**src/rtl/mips_mem_pkg.sv**
```systemverilog
// Shared encodings and op classification for the load/store unit.
package mips_mem_pkg;

    typedef enum logic [2:0] {
        LSU_LW  = 3'b000,
        LSU_LH  = 3'b001,
        LSU_LHU = 3'b010,
        LSU_LB  = 3'b011,
        LSU_LBU = 3'b100,
        LSU_SW  = 3'b101,
        LSU_SH  = 3'b110,
        LSU_SB  = 3'b111
    } lsu_op_e;

    typedef enum logic [1:0] {
        IDLE = 2'd0,
        RD   = 2'd1,
        WR   = 2'd2,
        RESP = 2'd3
    } lsu_state_e;

    function automatic logic is_store(input lsu_op_e op);
        return (op == LSU_SW) || (op == LSU_SH) || (op == LSU_SB);
    endfunction

    function automatic logic is_sub(input lsu_op_e op);
        return (op == LSU_SH) || (op == LSU_SB);
    endfunction

    function automatic logic is_signed(input lsu_op_e op);
        return (op == LSU_LH) || (op == LSU_LB);
    endfunction

    function automatic logic is_misaligned(input lsu_op_e op, input logic [1:0] off);
        case (op)
            LSU_LW, LSU_SW:          return off != 2'b00;
            LSU_LH, LSU_LHU, LSU_SH: return off[0];
            default:                 return 1'b0;
        endcase
    endfunction

endpackage

```
**src/rtl/lsu_byte_lane.sv**
```systemverilog
// Big-endian lane extract (load extend) and merge (sub-word store) for a 32-bit word.
module lsu_byte_lane
    import mips_mem_pkg::*;
(
    input  logic [31:0] i_load_word,
    input  logic [31:0] i_buf_word,
    input  logic [31:0] i_wdata,
    input  logic [1:0]  i_off,
    input  lsu_op_e     i_op,
    output logic [31:0] o_extract,
    output logic [31:0] o_merge
);

    logic [7:0]  w_byte;
    logic [15:0] w_half;

    // Offset 0 is the most significant byte.
    always_comb begin
        w_byte = i_load_word[7:0];
        case (i_off)
            2'd0: w_byte = i_load_word[31:24];
            2'd1: w_byte = i_load_word[23:16];
            2'd2: w_byte = i_load_word[15:8];
            2'd3: w_byte = i_load_word[7:0];
            default: w_byte = i_load_word[7:0];
        endcase
        w_half = i_off[1] ? i_load_word[15:0] : i_load_word[31:16];
    end

    always_comb begin
        o_extract = 32'h0;
        case (i_op)
            LSU_LW:  o_extract = i_load_word;
            LSU_LH:  o_extract = {{16{w_half[15]}}, w_half};
            LSU_LHU: o_extract = {16'h0, w_half};
            LSU_LB:  o_extract = {{24{w_byte[7]}}, w_byte};
            LSU_LBU: o_extract = {24'h0, w_byte};
            default: o_extract = 32'h0;
        endcase
    end

    always_comb begin
        o_merge = i_wdata;
        if (i_op == LSU_SH) begin
            o_merge = i_off[1] ? {i_buf_word[31:16], i_wdata[15:0]}
                               : {i_wdata[15:0], i_buf_word[15:0]};
        end else if (i_op == LSU_SB) begin
            o_merge = i_buf_word;
            case (i_off)
                2'd0: o_merge[31:24] = i_wdata[7:0];
                2'd1: o_merge[23:16] = i_wdata[7:0];
                2'd2: o_merge[15:8]  = i_wdata[7:0];
                2'd3: o_merge[7:0]   = i_wdata[7:0];
                default: o_merge = i_buf_word;
            endcase
        end
    end

endmodule

```
**src/rtl/load_store_unit.sv**
```systemverilog
// Single-outstanding load/store initiator for a word-wide, byte-enable-less data memory.
// Optional MISALIGN_TRAP_EN: misaligned accesses skip memory and respond with o_resp_err.
module load_store_unit
    import mips_mem_pkg::*;
#(
    parameter int addresswidth = 32,
    parameter int width        = 32
) (
    input  logic                    i_clk,
    input  logic                    i_reset,
    input  logic                    i_req_valid,
    output logic                    o_req_ready,
    input  logic [2:0]              i_req_op,
    input  logic [addresswidth-1:0] i_req_addr,
    input  logic [width-1:0]        i_req_wdata,
    output logic                    o_resp_valid,
    output logic [width-1:0]        o_resp_rdata,
    output logic                    o_resp_err,
    output logic [addresswidth-1:0] o_mem_address,
    output logic                    o_mem_read_en,
    output logic                    o_mem_write_en,
    output logic [width-1:0]        o_mem_wdata,
    input  logic [width-1:0]        i_mem_rdata
);

    lsu_state_e              r_state, w_next;
    lsu_op_e                 r_op;
    logic [addresswidth-1:0] r_addr;
    logic [width-1:0]        r_wdata, r_buf, r_rdata;
    logic [width-1:0]        w_extract, w_merge;
    logic                    w_accept, w_misalign;

    assign w_accept = i_req_valid & o_req_ready;

`ifdef MISALIGN_TRAP_EN
    logic r_err;
    assign w_misalign = is_misaligned(lsu_op_e'(i_req_op), i_req_addr[1:0]);
    assign o_resp_err = r_err;

    always_ff @(posedge i_clk or posedge i_reset) begin
        if (i_reset)       r_err <= 1'b0;
        else if (w_accept) r_err <= w_misalign;
    end
`else
    assign w_misalign = 1'b0;
    assign o_resp_err = 1'b0;
`endif

    always_comb begin
        w_next = r_state;
        case (r_state)
            IDLE: if (w_accept) begin
                if (w_misalign)                                         w_next = RESP;
                else if (lsu_op_e'(i_req_op) == LSU_SW)                 w_next = WR;
                else                                                    w_next = RD;
            end
            RD:   w_next = is_sub(r_op) ? WR : RESP;
            WR:   w_next = RESP;
            RESP: w_next = IDLE;
            default: w_next = IDLE;
        endcase
    end

    always_ff @(posedge i_clk or posedge i_reset) begin
        if (i_reset) r_state <= IDLE;
        else         r_state <= w_next;
    end

    always_ff @(posedge i_clk or posedge i_reset) begin
        if (i_reset) begin
            r_op    <= LSU_LW;
            r_addr  <= '0;
            r_wdata <= '0;
            r_buf   <= '0;
            r_rdata <= '0;
        end else begin
            if (w_accept) begin
                r_op    <= lsu_op_e'(i_req_op);
                r_addr  <= i_req_addr;
                r_wdata <= i_req_wdata;
            end
            if (r_state == RD && is_sub(r_op))
                r_buf <= i_mem_rdata;
            // Response data only changes as resp_valid rises, so it holds between responses.
            if (w_next == RESP)
                r_rdata <= (r_state == RD && !is_store(r_op)) ? w_extract : '0;
        end
    end

    lsu_byte_lane u_lane (
        .i_load_word (i_mem_rdata),
        .i_buf_word  (r_buf),
        .i_wdata     (r_wdata),
        .i_off       (r_addr[1:0]),
        .i_op        (r_op),
        .o_extract   (w_extract),
        .o_merge     (w_merge)
    );

    assign o_req_ready    = (r_state == IDLE);
    assign o_resp_valid   = (r_state == RESP);
    assign o_mem_read_en  = (r_state == RD);
    assign o_mem_write_en = (r_state == WR);
    assign o_mem_address  = {r_addr[addresswidth-1:2], 2'b00};
    assign o_mem_wdata    = is_sub(r_op) ? w_merge : r_wdata;
    assign o_resp_rdata   = r_rdata;

endmodule
```
**config.mk**
```make
export PLATFORM = sky130hd
export DESIGN_NAME = load_store_unit
export DESIGN_NICKNAME = d
export VERILOG_FILES = /design/src/rtl/mips_mem_pkg.sv /design/src/rtl/lsu_byte_lane.sv /design/src/rtl/load_store_unit.sv
export SDC_FILE = /design/constraint.sdc
export NUM_CORES = 1
export LEC_CHECK = 0
export CORE_AREA = 2 2 151 153
export DETAILED_ROUTE_END_ITERATION = 12
export DIE_AREA = 0 0 153 155
export DONT_BUFFER_PORTS = 1
export SYNTH_ARGS = -nofsm -noshare
export SYNTH_HDL_FRONTEND = slang
export SYNTH_SLANG_ARGS = --single-unit
```
**constraint.sdc**
```tcl
create_clock -name i_clk -period 5.3 [get_ports i_clk]
set_input_delay 0.53 -clock i_clk [delete_from_list [all_inputs] [get_ports i_clk]]
set_output_delay 0.53 -clock i_clk [all_outputs]
set_load 0.02 [all_outputs]
```
==> reports/metrics.yaml <==
routing:
  drt_iter0_markers: 394
  drt_pass1_iterations: 6
  wl_um: 20000
  remaining_drc_errors: 0
  drtAntennaViolNets: 0
  vias: 4445
  vias_per_cell: 5.53
  detail_route.wl_per_cell_um: 24.9
synth:
  syn_area_per_cell_um2: 12.2
  synth_seq_cells: 133
  synth_area_um2: 6730
  synth_edf_count: 0
  synth_cell_types: 48
  synth-async-reset-ratio_pct: 100
  yosysSeqAreaShare_pct: 49.4
  ys_warn_count: 0
  synthCells: 552
  synth_flop_cell: "dfrtp_1"
outcome:
  status: "complete, no violations"
cts:
  htreeDepth: 4
  insertion_delay_ns: 0.43
  cts_root_buf: "clkbuf_16"
  clockBufferDepth: 2
  numClockSinks: 133
  cts_tree: "yes"
  post_cts_resized: 0
  postCtsSetupRepairBufs: 0
  postCtsHoldBufs: 0
  clkTransAtPathRegs_ns: 0.06
  numCtsBuffers: 17
floorplanning:
  start_util_pct: 30.3
  core_um2: 22200
  die_height_um: 155
  row_count: 55
  die_w_um: 153
  die_area_um2: 23700
  num_io_pins: 203
worst_setup_path:
  critPathSlowestCell: "dfrtp_1"
  max_stage_delay_ns: 0.85
  cp.required_ns: 4.77
  cp_cell_sequence: "nand2_1 -> o21bai_1 -> a21o_1 -> mux2_2"
  critPathKind: "reg2out"
  critPathLaunchType: "flip-flop"
  cp-end-kind: "output port"
  cp_max_fo: 28
  arrival_ns: 3.44
finish:
  syn_to_final_growth_pct: 9.15
  final_common_cell: "dfrtp_1"
  final_cells: 804
  drive_gt1_share_pct: 29.5
  nNetsFinal: 611
  final_cell_mix: "dfrtp_1, mux2_2, nand2_1, inv_1, mux2i_1"
grt:
  grt_pass1_vias: 4611
  antenna_found_initial: 5
  grt_usage_pct: 16.7
  grt_start_max_net_pins: 78
  grt-ovfl-total: 0
  grt_first_pass_wirelength_um: 29600
sta:
  rsz0062_at_grt: "no"
  post-route-period-util_pct: 74.9
  setup_viol: 0
  worst_slew_pin_slew_ns: 1.32
  maxSlewViolCount: 0
  relSlewSlack_pct: 12.2
  finalSetupTns_ns: 0
  clock_skew_ns: 0.00981
  max_freq_mhz: 252
  fin_crit_ns: 3.97
  hold_viol_final: 0
placed_design:
  place_congestion: 0.849
  hpwlAfterDp_um: 14500
  io_buffers: 0
  placed_cells: 771
worst_hold_path:
  hp-class: "in2async"
power_and_ir_drop:
  peakVddDrop_v: 0.000278
  p_per_area_nw_per_um2: 758
  p_leak_uw: 0.00323
flow_run:
  cap_viol_max_count: 0
## per-stage QoR
step / worst slack, ns / cell area, um^2 / power (uW) / utilization, % / hold WS, ns
after global placement: 2.00 / 6700 / 4180 / 30.1 / 0.486
after floorplan: 1.22 / 6740 / 3940 / - / 0.446
after CTS: 1.38 / 7340 / 5590 / 33.0 / 0.0992
final: 1.33 / 7350 / 5570 / 33.1 / 0.0830
after detailed placement: 1.83 / 6700 / 4260 / 30.1 / 0.495
after global routing: 1.09 / 7340 / 5890 / 33.0 / 0.128
## logic make-up (layout without fill, tap and decap cells)
family                   after synthesis  count (layout)  share of synthesized area, %
buffers and inverters                 97              61                          7.90
multiplexers                         138             138                          24.3
AO/OA/AOI/OAI                        113             113                          12.6
adder cells (fa/ha/maj)                4               4                         0.744
AND/OR/NAND/NOR                       65              65                          4.80
other                                  1               4                        0.0557
flip-flops                           133             133                          49.4
XOR/XNOR                               1               1                         0.130
## where the power goes
| group | switching [uW] | leakage (uW) | internal (uW) |
|---|---|---|---|
| Clock | 462 | 0.000309 | 846 |
| Combinational | 1190 | 0.00129 | 898 |
| Sequential | 707 | 0.00162 | 1460 |
| Total | 2360 | 0.00323 | 3210 |
## flip-flops by register name (all words and copies together) (netlist names)
register and cells:
o_resp_rdata 32, r_addr 32, r_buf 32, r_wdata 32, r_op 3, r_state 2
## cell usage after synthesis (all sizes together), types with 4 or more instances
cell	n	share of area [%]
clkbuf	18	1.0
dfrtp	133	49
a221o	16	2.4
a221oi	9	1.3
a22o	17	2.2
mux4	8	3.0
inv	26	1.4
nand2	32	1.9
mux2i	22	3.3
ha	4	0.74
a21oi	15	1.1
buf	53	5.4
o21ai	20	1.5
a222oi	7	1.0
nor2	12	0.67
o22ai	13	1.2
mux2	108	18
## layout make-up
class	instances	area (um^2)
fill	2161	14900
multi-input combinational	324	2890
tap	285	357
clock inverter	13	205
sequential	133	3330
clock buffer	19	443
antenna	1	2.50
timing repair buffer	3	22.5
inverter	26	103
## worst max-delay path: cells and delay by family, from the launching register on
family / cells / cell delay (ns)
and+or+nand+nor: 1 / 0.72
muxes: 1 / 0.40
AOI/OAI and AO/OA: 2 / 1.03
DFF: 1 / 0.85
## final timing paths
kind	depth (start not counted)	start	slack, ns	endpoint
worst max-delay path	4	r_op[1]	1.33	o_mem_wdata[3]
worst min-delay path	1	i_reset	0.08	r_addr[16]
worst min register to register	1	r_buf[3]	0.51	r_buf[3]
min in group i_clk	1	i_mem_rdata[20]	0.25	o_resp_rdata[20]
max in group asynchronous	2	i_reset	4.00	r_wdata[0]
worst max register to register	6	r_state[1]	2.40	o_resp_rdata[28]
## metal layers
layer	global-route usage, %	up-vias	routed length [um]
li1	-	1895	-
met1	19.1	2216	7510
met2	26.6	283	9380
met3	9.53	43	2610
met4	5.34	8	437
met5	0	-	60
No activity file was read; power rests on OpenSTA's default activity.
